===== config.mk =====
export PLATFORM = sky130hd
export DESIGN_NAME = pipefft_twid_loader
export DESIGN_NICKNAME = d
export VERILOG_FILES = /design/src/rtl/pipefft_twid_loader.sv
export SDC_FILE = /design/constraint.sdc
export NUM_CORES = 1
export LEC_CHECK = 0
export CAP_MARGIN = 20
export CORE_MARGIN = 3
export CORE_UTILIZATION = 45
export CTS_CLUSTER_SIZE = 30
export DETAILED_ROUTE_END_ITERATION = 7
export DONT_BUFFER_PORTS = 1
export GPL_ROUTABILITY_DRIVEN = 0
export GPL_TIMING_DRIVEN = 0
export PLACE_DENSITY_LB_ADDON = 0.3
export SLEW_MARGIN = 10
export SYNTH_ARGS = -nofsm -noshare
export SYNTH_HDL_FRONTEND = slang
export SYNTH_SLANG_ARGS = --single-unit

===== constraint.sdc =====
create_clock -name CLK -period 2.3 [get_ports CLK]
set_clock_uncertainty 0.15 [all_clocks]
set_input_delay 0 -clock CLK [delete_from_list [all_inputs] [get_ports CLK]]
set_output_delay 0 -clock CLK [all_outputs]
set_load 0.02 [all_outputs]

===== src/rtl/pipefft_twid_loader.sv =====
// Packs pairs of 32-bit stream words (low first) into 64-bit twiddle RAM writes, with a load checksum.
// Latency: a write appears the cycle after its high-word handshake. Backpressure: IN_READY depends only on state.
module pipefft_twid_loader #(
    parameter int ADDR_W = 10,
    parameter int WORD_W = 32
) (
    input  logic                  CLK,
    input  logic                  RST,
    input  logic                  START,
    input  logic [ADDR_W:0]       LEN,
    input  logic                  ABORT,
    input  logic [WORD_W-1:0]     IN_DATA,
    input  logic                  IN_VALID,
    output logic                  IN_READY,
    output logic [ADDR_W-1:0]     WADDR,
    output logic [2*WORD_W-1:0]   DI,
    output logic                  WRB,
    output logic                  BUSY,
    output logic                  DONE,
    output logic [2*WORD_W-1:0]   CHECKSUM
);

    typedef enum logic [1:0] {S_IDLE, S_LO, S_HI, S_FIN} state_t;

    typedef struct packed {
        logic [WORD_W-1:0] hi;
        logic [WORD_W-1:0] lo;
    } entry_t;

    localparam logic [ADDR_W:0] DEPTH = {1'b1, {ADDR_W{1'b0}}};
    localparam logic [ADDR_W:0] ONE   = {{ADDR_W{1'b0}}, 1'b1};

    state_t            state, state_nxt;
    logic [ADDR_W:0]   len_q;
    logic [ADDR_W:0]   cnt;
    logic [ADDR_W:0]   len_sat;
    logic [WORD_W-1:0] lo_reg;
    entry_t            entry;
    logic              hs;
    logic              last;
    logic              start_ok;

    // ABORT suppresses any handshake in its own cycle, so an aborted HI never writes.
    assign hs       = IN_VALID && IN_READY && !ABORT;
    assign entry    = '{hi: IN_DATA, lo: lo_reg};
    assign last     = ((cnt + ONE) == len_q);
    assign len_sat  = (LEN > DEPTH) ? DEPTH : LEN;
    assign start_ok = (state == S_IDLE) && START && !ABORT;

    always_ff @(posedge CLK) begin
        if (RST) begin
            state <= S_IDLE;
        end else begin
            state <= state_nxt;
        end
    end

    always_comb begin
        state_nxt = state;
        unique case (state)
            S_IDLE: begin
                if (start_ok) begin
                    state_nxt = (len_sat == '0) ? S_FIN : S_LO;
                end
            end
            S_LO: begin
                if (ABORT) begin
                    state_nxt = S_IDLE;
                end else if (hs) begin
                    state_nxt = S_HI;
                end
            end
            S_HI: begin
                if (ABORT) begin
                    state_nxt = S_IDLE;
                end else if (hs) begin
                    state_nxt = last ? S_FIN : S_LO;
                end
            end
            S_FIN: state_nxt = S_IDLE;
            default: state_nxt = S_IDLE;
        endcase
    end

    always_comb begin
        IN_READY = 1'b0;
        BUSY     = 1'b0;
        DONE     = 1'b0;
        unique case (state)
            S_LO, S_HI: begin
                IN_READY = 1'b1;
                BUSY     = 1'b1;
            end
            S_FIN:   DONE = 1'b1;
            default: ;
        endcase
    end

    always_ff @(posedge CLK) begin
        if (RST) begin
            len_q    <= '0;
            cnt      <= '0;
            lo_reg   <= '0;
            WADDR    <= '0;
            DI       <= '0;
            WRB      <= 1'b0;
            CHECKSUM <= '0;
        end else begin
            WRB <= 1'b0;
            if (start_ok) begin
                len_q    <= len_sat;
                cnt      <= '0;
                CHECKSUM <= '0;
            end
            if (state == S_LO && hs) begin
                lo_reg <= IN_DATA;
            end
            // cnt stays within the table because len_q saturates at DEPTH.
            if (state == S_HI && hs) begin
                WRB      <= 1'b1;
                WADDR    <= cnt[ADDR_W-1:0];
                DI       <= entry;
                CHECKSUM <= CHECKSUM ^ entry;
                cnt      <= cnt + ONE;
            end
        end
    end

endmodule


# Word-level counts from Yosys, hierarchy flattened
# Cells that the tools add are included.
totals:
  n_memories: 0
  romBits: 0
  reg_bits: 195
  out_inout_bits: 142
  latchBits: 0
  mem_bits_rw: 0
op_classes:
  add_sub_neg: 1
  magnitude_cmp: 1
  reduce_logical: 12
  div_mod_pow: 0
  mul: 0
  bitwise_logic: 1
  shift: 0
  mux: 16
  eq_ne: 7
op_table:
  columns: ["cell", "count"]
  rows:
  - ["64-bit two-way mux", 2]
  - ["64-bit XOR", 1]
  - ["11-bit two-way mux", 3]
  - ["2-bit two-way mux", 7]
  - ["11-bit by 1-bit adder with 11-bit output, second input constant", 1]
  - ["11-bit == test", 1]
  - ["11-bit > comparator, second input constant", 1]
  - ["11-bit logical NOT", 1]
  - ["2-bit one-hot mux with 4 select lines", 1]
  - ["1-bit logical AND", 6]
  - ["3-bit != test, second input constant", 2]
  - ["2-bit == test, second input constant", 2]
  - ["1-bit two-way mux", 3]
  - ["3-bit AND reduction", 1]
  - ["2-bit by 1-bit == test with 1-bit output, second input constant", 1]
  - ["2-bit logical NOT", 1]
  - ["2-bit != test, second input constant", 1]
  - ["2-bit nonzero test", 1]
  - ["2-bit OR reduction", 1]
  - ["1-bit logical NOT", 1]

# Longest topological paths before layout
# Gate-level depths: netlist of the first run.
logic_depth:
  depth_word: 8
  mapped_depth: 8
  depth_no_buf: 7

# Least setup slack after synthesis of the first run
# Ideal clock, no wire load.
synth_path:
  path_kind: "reg-to-reg"
  startpoint: "register state[0]"
  endpoint: "register WADDR[0]"
  path_slack_ns: 0.189
  t_arrival_ns: 1.891
  path_stages_with_launch: 9
  path_buffers: 3
  period_less_slack_ns: 2.111
  setup_time_ns: 0.070
  required_time_ns: 2.080
  path_cell_list: "dfxtp_1 > inv_1 > ha_1 > and4_1 > buf_2 > buf_2 > buf_1 > nand2_1 > a21oi_1"
synth_between:
  elab_chain_cells: 6
synth_rtl:
  columns: ["item", "line_no", "source"]
  rows:
  - ["start, declared", "33", "state_t state, state_nxt;"]
  - ["start signal, assigned", "54", "state <= state_nxt;"]
  - ["2-bit by 1-bit == test with 1-bit output or 2-bit == test (tied branches)", null, null]
  - ["2-bit OR reduction (*)", null, null]
  - ["1-bit two-way mux (*)", null, null]
  - ["net BUSY", "18", "output logic BUSY,"]
  - ["1-bit logical AND (*) (2 in series)", "44", "assign hs = IN_VALID && IN_READY && !ABORT;"]
  - ["1-bit logical AND (*)", "119", "if (state == S_HI && hs) begin"]
  - ["end signal, assigned", "121", "WADDR <= cnt[ADDR_W-1:0];"]
  - ["end, declared", "15", "output logic [ADDR_W-1:0] WADDR,"]
# Mark *: on every way through the listed nets, which the timed path passes. The rest lies on a longest branch.
# A chain may end at the register's enable or synchronous reset.

# Worst setup path in the final report of the first run
layout_path:
  startpoint: "register cnt[0]"
  endpoint: "register state[1]"
layout_between:
  elab_chain_cells: 6
layout_rtl:
  columns: ["item", "line_no", "source"]
  rows:
  - ["start, declared", "35", "logic [ADDR_W:0] cnt;"]
  - ["start signal, assigned", "124", "cnt <= cnt + ONE;"]
  - ["11-bit by 1-bit adder with 11-bit output", "46", "assign last = ((cnt + ONE) == len_q);"]
  - ["11-bit == test", "46", null]
  - ["2-bit two-way mux", "77", "state_nxt = last ? S_FIN : S_LO;"]
  - ["2-bit two-way mux", "76", "end else if (hs) begin"]
  - ["2-bit two-way mux", "74", "if (ABORT) begin"]
  - ["2-bit one-hot mux with 4 select lines", "60", "unique case (state)"]
# No other way between the ends. The select of a mux whose other input is x is not followed.

==> results of run 1 <==
==> power by group <==
group / internal, mW / total [mW] / leakage [nW] / switching (mW)
registers: 3.46 / 3.56 / 1.57 / 0.101
clock network: 1.54 / 2.90 / 0.277 / 1.36
logic: 0.333 / 0.890 / 1.27 / 0.556
==> repair_timing <==
action / in CTS / in global routing
endpoints found under the hold margin: 113 / 0
pin swaps: 1 / 0
buffers inserted: 2 / 0
setup endpoints to repair: 177 / 98
hold buffers: 47 / 0
resized for setup: 24 / 22
==> cells by family (layout without fill, tap and decap cells) <==
group / Yosys count / in the layout
AND/OR/NAND/NOR: 344 / 344
flip-flops: 195 / 195
AO/OA/AOI/OAI: 161 / 161
XOR/XNOR: 75 / 75
buffers and inverters: 60 / 139
adder cells (fa/ha/maj): 6 / 6
==> metrics by stage <==
stage | setup WS (ns) | utilization, %
2_1_floorplan | 0.189 | -
3_3_place_gp | -0.524 | 48.4
3_5_place_dp | -0.541 | 48.4
4_1_cts | 0.0270 | 55.5
5_1_grt | -0.109 | 55.6
6_report | 0.0377 | 55.6
==> layout make-up <==
type | instances | area, um^2 | area share (%)
Clock buffer | 19 | 433 | 5.03
Clock inverter | 13 | 144 | 1.67
Inverter | 7 | 26.3 | 0.305
Tap cell | 211 | 264 | 3.07
Multi-Input combinational cell | 586 | 3110 | 36.1
Timing Repair Buffer | 49 | 485 | 5.64
Sequential cell | 195 | 3910 | 45.4
Buffer | 51 | 244 | 2.83
==> worst paths after layout <==
path,end,slack (ns),cells after the start,startpoint
hold reg to reg,lo_reg[31],0.30,2,lo_reg[31]
setup / recovery,state[1],0.04,6,cnt[0]
setup reg to reg,state[1],0.04,6,cnt[0]
hold / removal,state[1],0.07,4,RST
==> worst max-delay path: stages, from the launching register on <==
cell     delay (ns)
dfxtp_2        0.46
ha_2           0.29
nand3_1        0.22
nor4_1         0.30
o32ai_1        0.13
or4_1          0.45
o21ai_1        0.18
==> synth_stat cells, types with 2 or more instances <==
| cell | instances |
|---|---|
| a21oi_1 | 121 |
| a22o_1 | 11 |
| xor2_1 | 69 |
| a221oi_1 | 2 |
| nand4_1 | 3 |
| and4_1 | 2 |
| nand2_1 | 218 |
| and3_1 | 5 |
| buf_2 | 5 |
| inv_1 | 7 |
| xnor2_1 | 6 |
| or3_1 | 3 |
| nor2_1 | 80 |
| and2_1 | 2 |
| o21ai_0 | 12 |
| a211oi_1 | 3 |
| clkbuf_1 | 41 |
| nor4_1 | 5 |
| ha_1 | 6 |
| buf_1 | 6 |
| nor2b_1 | 3 |
| dfxtp_1 | 195 |
| nand2b_1 | 2 |
| nand4b_1 | 2 |
| nand3_1 | 9 |
==> routing by layer <==
layer  up-vias  GRT usage (%)  part of all wire [%]
li1       2885              -                     -
met1      2763           27.9                    42
met2       197           38.0                    48
met3        30           8.56                   7.9
met4         0           7.27                   2.1
met5         -              0                     0
==> impl_metrics.json, run 1 <==
{
  "slew_viol_final": 0,
  "powerDensity_nw_per_um2": 854,
  "chipHeight_um": 133,
  "drc": 0,
  "layout_commonest_cell": "nand2_1",
  "netlist.area_leader.share_pct": 54.0,
  "syn_area_per_cell_um2": 8.60,
  "synth_mux_area_share_pct": 0,
  "grt_start_max_net_pins": 19,
  "dp_hpwl_um": 14400,
  "end_kind": "flip-flop",
  "tns_ns": 0,
  "vias": 5875,
  "insertion_delay_ns": 0.43,
  "slew_headroom_pct": 55.0,
  "post_drt_wl_per_cell_um": 17.8,
  "yosys.area.top_type": "dfxtp_1",
  "crit_type": "reg2reg",
  "synth-main-ff-cell": "dfxtp_1",
  "postRouteAntennaNets": 0,
  "synth_edf_count": 0,
  "setup_viol": 0,
  "core.rowCount": 45,
  "grt_first_pass_wirelength_um": 32300,
  "fin_crit_sh_pct": 98.4,
  "fillers": 1421,
  "fin_nets": 961,
  "wl_um": 20100,
  "synth.distinct_cells": 48,
  "port_buffers": 0,
  "worstMarginPinSlew_ns": 0.673,
  "synth_area_um2": 7230,
  "ios": 190,
  "maxCapViolations": 0,
  "synth_top_family_by_area": "simple AND/OR/NAND/NOR gates",
  "place_inst": 1052,
  "yosys_warnings": 0,
  "grt_overflow": 0,
  "synthAdderAreaFrac_pct": 1.04,
  "finalHoldViolations": 0,
  "htreeDepth": 4,
  "ys_seq_elements": 195,
  "status": "complete, no violations",
  "synth-async-reset-ratio_pct": 0,
  "drive_gt1_share_pct": 8.26,
  "syn_inst": 841,
  "cts-root-buf": "clkbuf_16",
  "hp-class": "in2reg",
  "num_antenna_cells": 0,
  "period_needed_ns": 2.26,
  "cp-start-kind": "flip-flop",
  "yosys.area_share.simple_pct": 20.1,
  "first_pass_iters": 5,
  "seq_area_frac_synth_pct": 54.0,
  "total_power_mw": 7.35,
  "syn_to_final_growth_pct": 19.1,
  "fmax_mhz": 442,
  "stdcell_count": 1131,
  "hold_slack_ns": 0.0713,
  "synth-compound-area-share_pct": 12.6,
  "start_util_pct": 46.7,
  "postPlaceCellArea_um2": 7490,
  "fin_area_um2": 8610,
  "core_area_um2": 15500,
  "grt_pass1_vias": 5799,
  "syn_nets": 895,
  "clk_pin_slew_worst_paths_ns": 0.07,
  "worstPathMaxFanout": 8,
  "dieWidth_um": 133,
  "cts_buffers": 17,
  "synth_xor_area_share_pct": 9.08,
  "drt_iter0_drc": 323,
  "vias_per_cell": 5.19,
  "cts_tree": "built",
  "synth_area_leaders": "dfxtp_1 (54%), nand2_1 (11%), a21oi_1 (8.4%), xor2_1 (8.4%), nor2_1 (4.2%)",
  "cp.arrival_ns": 2.46,
  "ir_worst_vdd_uv": 553,
  "rsz0062_at_grt": "true",
  "cts_sinks": 195,
  "die_area_um2": 17600,
  "cts_buffer_depth": 2,
  "cellLeakagePower_nw": 3.12,
  "critPathRequiredTime_ns": 2.49,
  "track_usage_pct": 23.0,
  "final_cell_mix": "nand2_1 (218), dfxtp_1 (193), a21oi_1 (121)",
  "antenna_found_initial": 0
}
Power figures use the tool's default switching activity.
==> run 2: changes to the inputs <==
--- a/constraint.sdc
+++ b/constraint.sdc
@@ -3,3 +3,3 @@
 set_input_delay 0 -clock CLK [delete_from_list [all_inputs] [get_ports CLK]]
 set_output_delay 0 -clock CLK [all_outputs]
-set_load 0.02 [all_outputs]
+set_load 0.1 [all_outputs]
==> run 2 against run 1 <==
Net effect: worst hold slack worse by 0.016 ns; first-iteration DRC count up 9.0%; sequential share of layout area down 0.73 points; critical path depth up 2; highest routed layer unchanged; largest power group unchanged; maximum frequency up 3.8%; non-clock buffer count up 2; combinational power up 28%; die area unchanged; cell count up 0.18%; sequential power up 5%.
==> impl_metrics.json, run 2 (synthesized netlist as in run 1, its figures left out) <==
{
  "status": "complete, no violations",
  "cts_sinks": 195,
  "htreeDepth": 4,
  "drc": 0,
  "ff2ff_path_depth": 8,
  "multi_input_area_um2": 3140,
  "num_antenna_cells": 0,
  "wl_um": 20500,
  "rsz0062_at_grt": "false",
  "seq_area_um2": 3910,
  "worstReg2RegEnd": "CHECKSUM[24]",
  "grt_pass1_vias": 5948,
  "p_seq_share_pct": 47.3,
  "postRouteAntennaNets": 0,
  "core_area_um2": 15500,
  "min_to": "DI[59]",
  "powerDensity_nw_per_um2": 901,
  "cp-start-kind": "flip-flop",
  "die_area_um2": 17600,
  "fillers": 1394,
  "antenna_found_initial": 0,
  "worstMarginPinSlew_ns": 1.09,
  "clk_pin_slew_worst_paths_ns": 0.08,
  "insertion_delay_ns": 0.44,
  "slew_viol_final": 0,
  "slew_headroom_pct": 27.0,
  "post_drt_wl_per_cell_um": 18.1,
  "critPathRequiredTime_ns": 2.52,
  "port_buffers": 0,
  "finalHoldViolations": 0,
  "p_sw_mw": 2.47,
  "rr_startpoint": "state[0]",
  "first_pass_iters": 6,
  "dieWidth_um": 133,
  "swShare_pct": 31.4,
  "fin_crit_sh_pct": 94.8,
  "hold_slack_ns": 0.0549,
  "cp.arrival_ns": 2.40,
  "hp-class": "in2reg",
  "dp_hpwl_um": 14400,
  "period_needed_ns": 2.18,
  "drt_iter0_drc": 352,
  "vias_per_cell": 5.25,
  "pwr-share-clk_pct": 38.1,
  "end_kind": "flip-flop",
  "syn_to_final_growth_pct": 21.1,
  "chipHeight_um": 133,
  "cts_tree": "built",
  "drive_gt1_share_pct": 9.44,
  "track_usage_pct": 23.0,
  "ios": 190,
  "fmax_mhz": 459,
  "maxCapViolations": 0,
  "p_int_mw": 5.41,
  "start_util_pct": 46.7,
  "final_util_pct": 56.5,
  "cellLeakagePower_nw": 3.17,
  "crit_type": "reg2reg",
  "grt_start_max_net_pins": 20,
  "vias": 5947,
  "layout_commonest_cell": "nand2_1",
  "worstPathMaxFanout": 10,
  "grt_overflow": 0,
  "hp-start": "IN_VALID",
  "fin_nets": 963,
  "ir_worst_vdd_uv": 566,
  "setup_viol": 0,
  "reg2reg_slack_ns": 0.12,
  "core.rowCount": 45,
  "combPwrFrac_pct": 14.5,
  "cts_buffers": 17,
  "grt_first_pass_wirelength_um": 32200,
  "hold_path_depth": 5,
  "final_cell_mix": "nand2_1 (218), dfxtp_1 (192), a21oi_1 (121)",
  "cts-root-buf": "clkbuf_16",
  "cts_buffer_depth": 2
}
run 2: cell count changes in the layout (fill, tap and decap cells not counted), moves of 2 or more:
cell      before  now
buf_4          4    6
buf_6          0    3
inv_8          3    6
clkbuf_8       0    7
clkbuf_2      13    8
buf_2         11    8
inv_1          7    5
o21ai_1        1    8
clkbuf_1      23   20
inv_2          0    2
o21ai_0       12    4
run 2: area by class of cell:
| class | count | share of cell area (%) |
|---|---|---|
| buffer | 50 | 3.53 |
| clock inverter | 14 | 1.86 |
| sequential | 195 | 44.6 |
| multi-input combinational | 586 | 35.8 |
| inverter | 7 | 0.300 |
| timing repair buffer | 52 | 5.83 |
| clock buffer | 18 | 5.02 |
| tap | 211 | 3.02 |
run 2: worst max-delay path by stage:
stage               cells after the start      from  slack, ns           end
floorplan                               8  state[0]       0.14      WADDR[0]
global placement                        7  state[0]      -0.39        DI[54]
detailed placement                      7  state[0]      -0.42        DI[62]
CTS                                     6    cnt[1]      0.006      state[1]
global route                            8  state[0]       0.02  CHECKSUM[17]
finish                                  8  state[0]       0.12  CHECKSUM[24]
run 2: metal layers:
| metal | track usage, % | part of all wire [%] |
|---|---|---|
| met3 | 8.06 | 8.2 |
| met5 | 0 | 0 |
| met4 | 7.68 | 2.2 |
| met1 | 28.1 | 42 |
| met2 | 38.0 | 48 |
run 2: stage by stage:
stage	setup WS [ns]	power, mW	setup TNS, ns	cells	instance area (um^2)
finish	0.121	7.88	0	1133	8750
global route	0.0202	8.16	0	1133	8750
CTS	0.00560	7.89	0	1131	8690
floorplan	0.137	4.62	0	841	7240
global placement	-0.392	4.81	-44.86	1052	7510
detailed placement	-0.416	4.82	-48.31	1052	7510
run 2: worst max-delay path, cell delays in order, from the launching register on:
cell and delay (ns):
dfxtp_2 0.36, inv_2 0.07, ha_4 0.49, and4_4 0.30, clkbuf_4 0.19, clkbuf_8 0.19
nand2_1 0.09, xor2_1 0.15, nor2_1 0.14
run 2: what timing repair did:
| action | in CTS | in global routing |
|---|---|---|
| pin swaps | 2 | 2 |
| endpoints found under the hold margin | 115 | 0 |
| hold buffers | 48 | 0 |
| gates cloned | 0 | 1 |
| endpoints found under the setup margin | 173 | 148 |
| buffers inserted | 2 | 1 |
| gates resized for setup | 40 | 38 |
run 2: power groups by stage:
stage / Clock, mW / Combinational, mW / Sequential [mW]
after floorplan: 0 / 0.839 / 3.78
after global placement: 0 / 1.01 / 3.80
after detailed placement: 0 / 1.02 / 3.80
after CTS: 3.04 / 1.12 / 3.73
after global routing: 3.18 / 1.24 / 3.74
final: 3.01 / 1.14 / 3.73
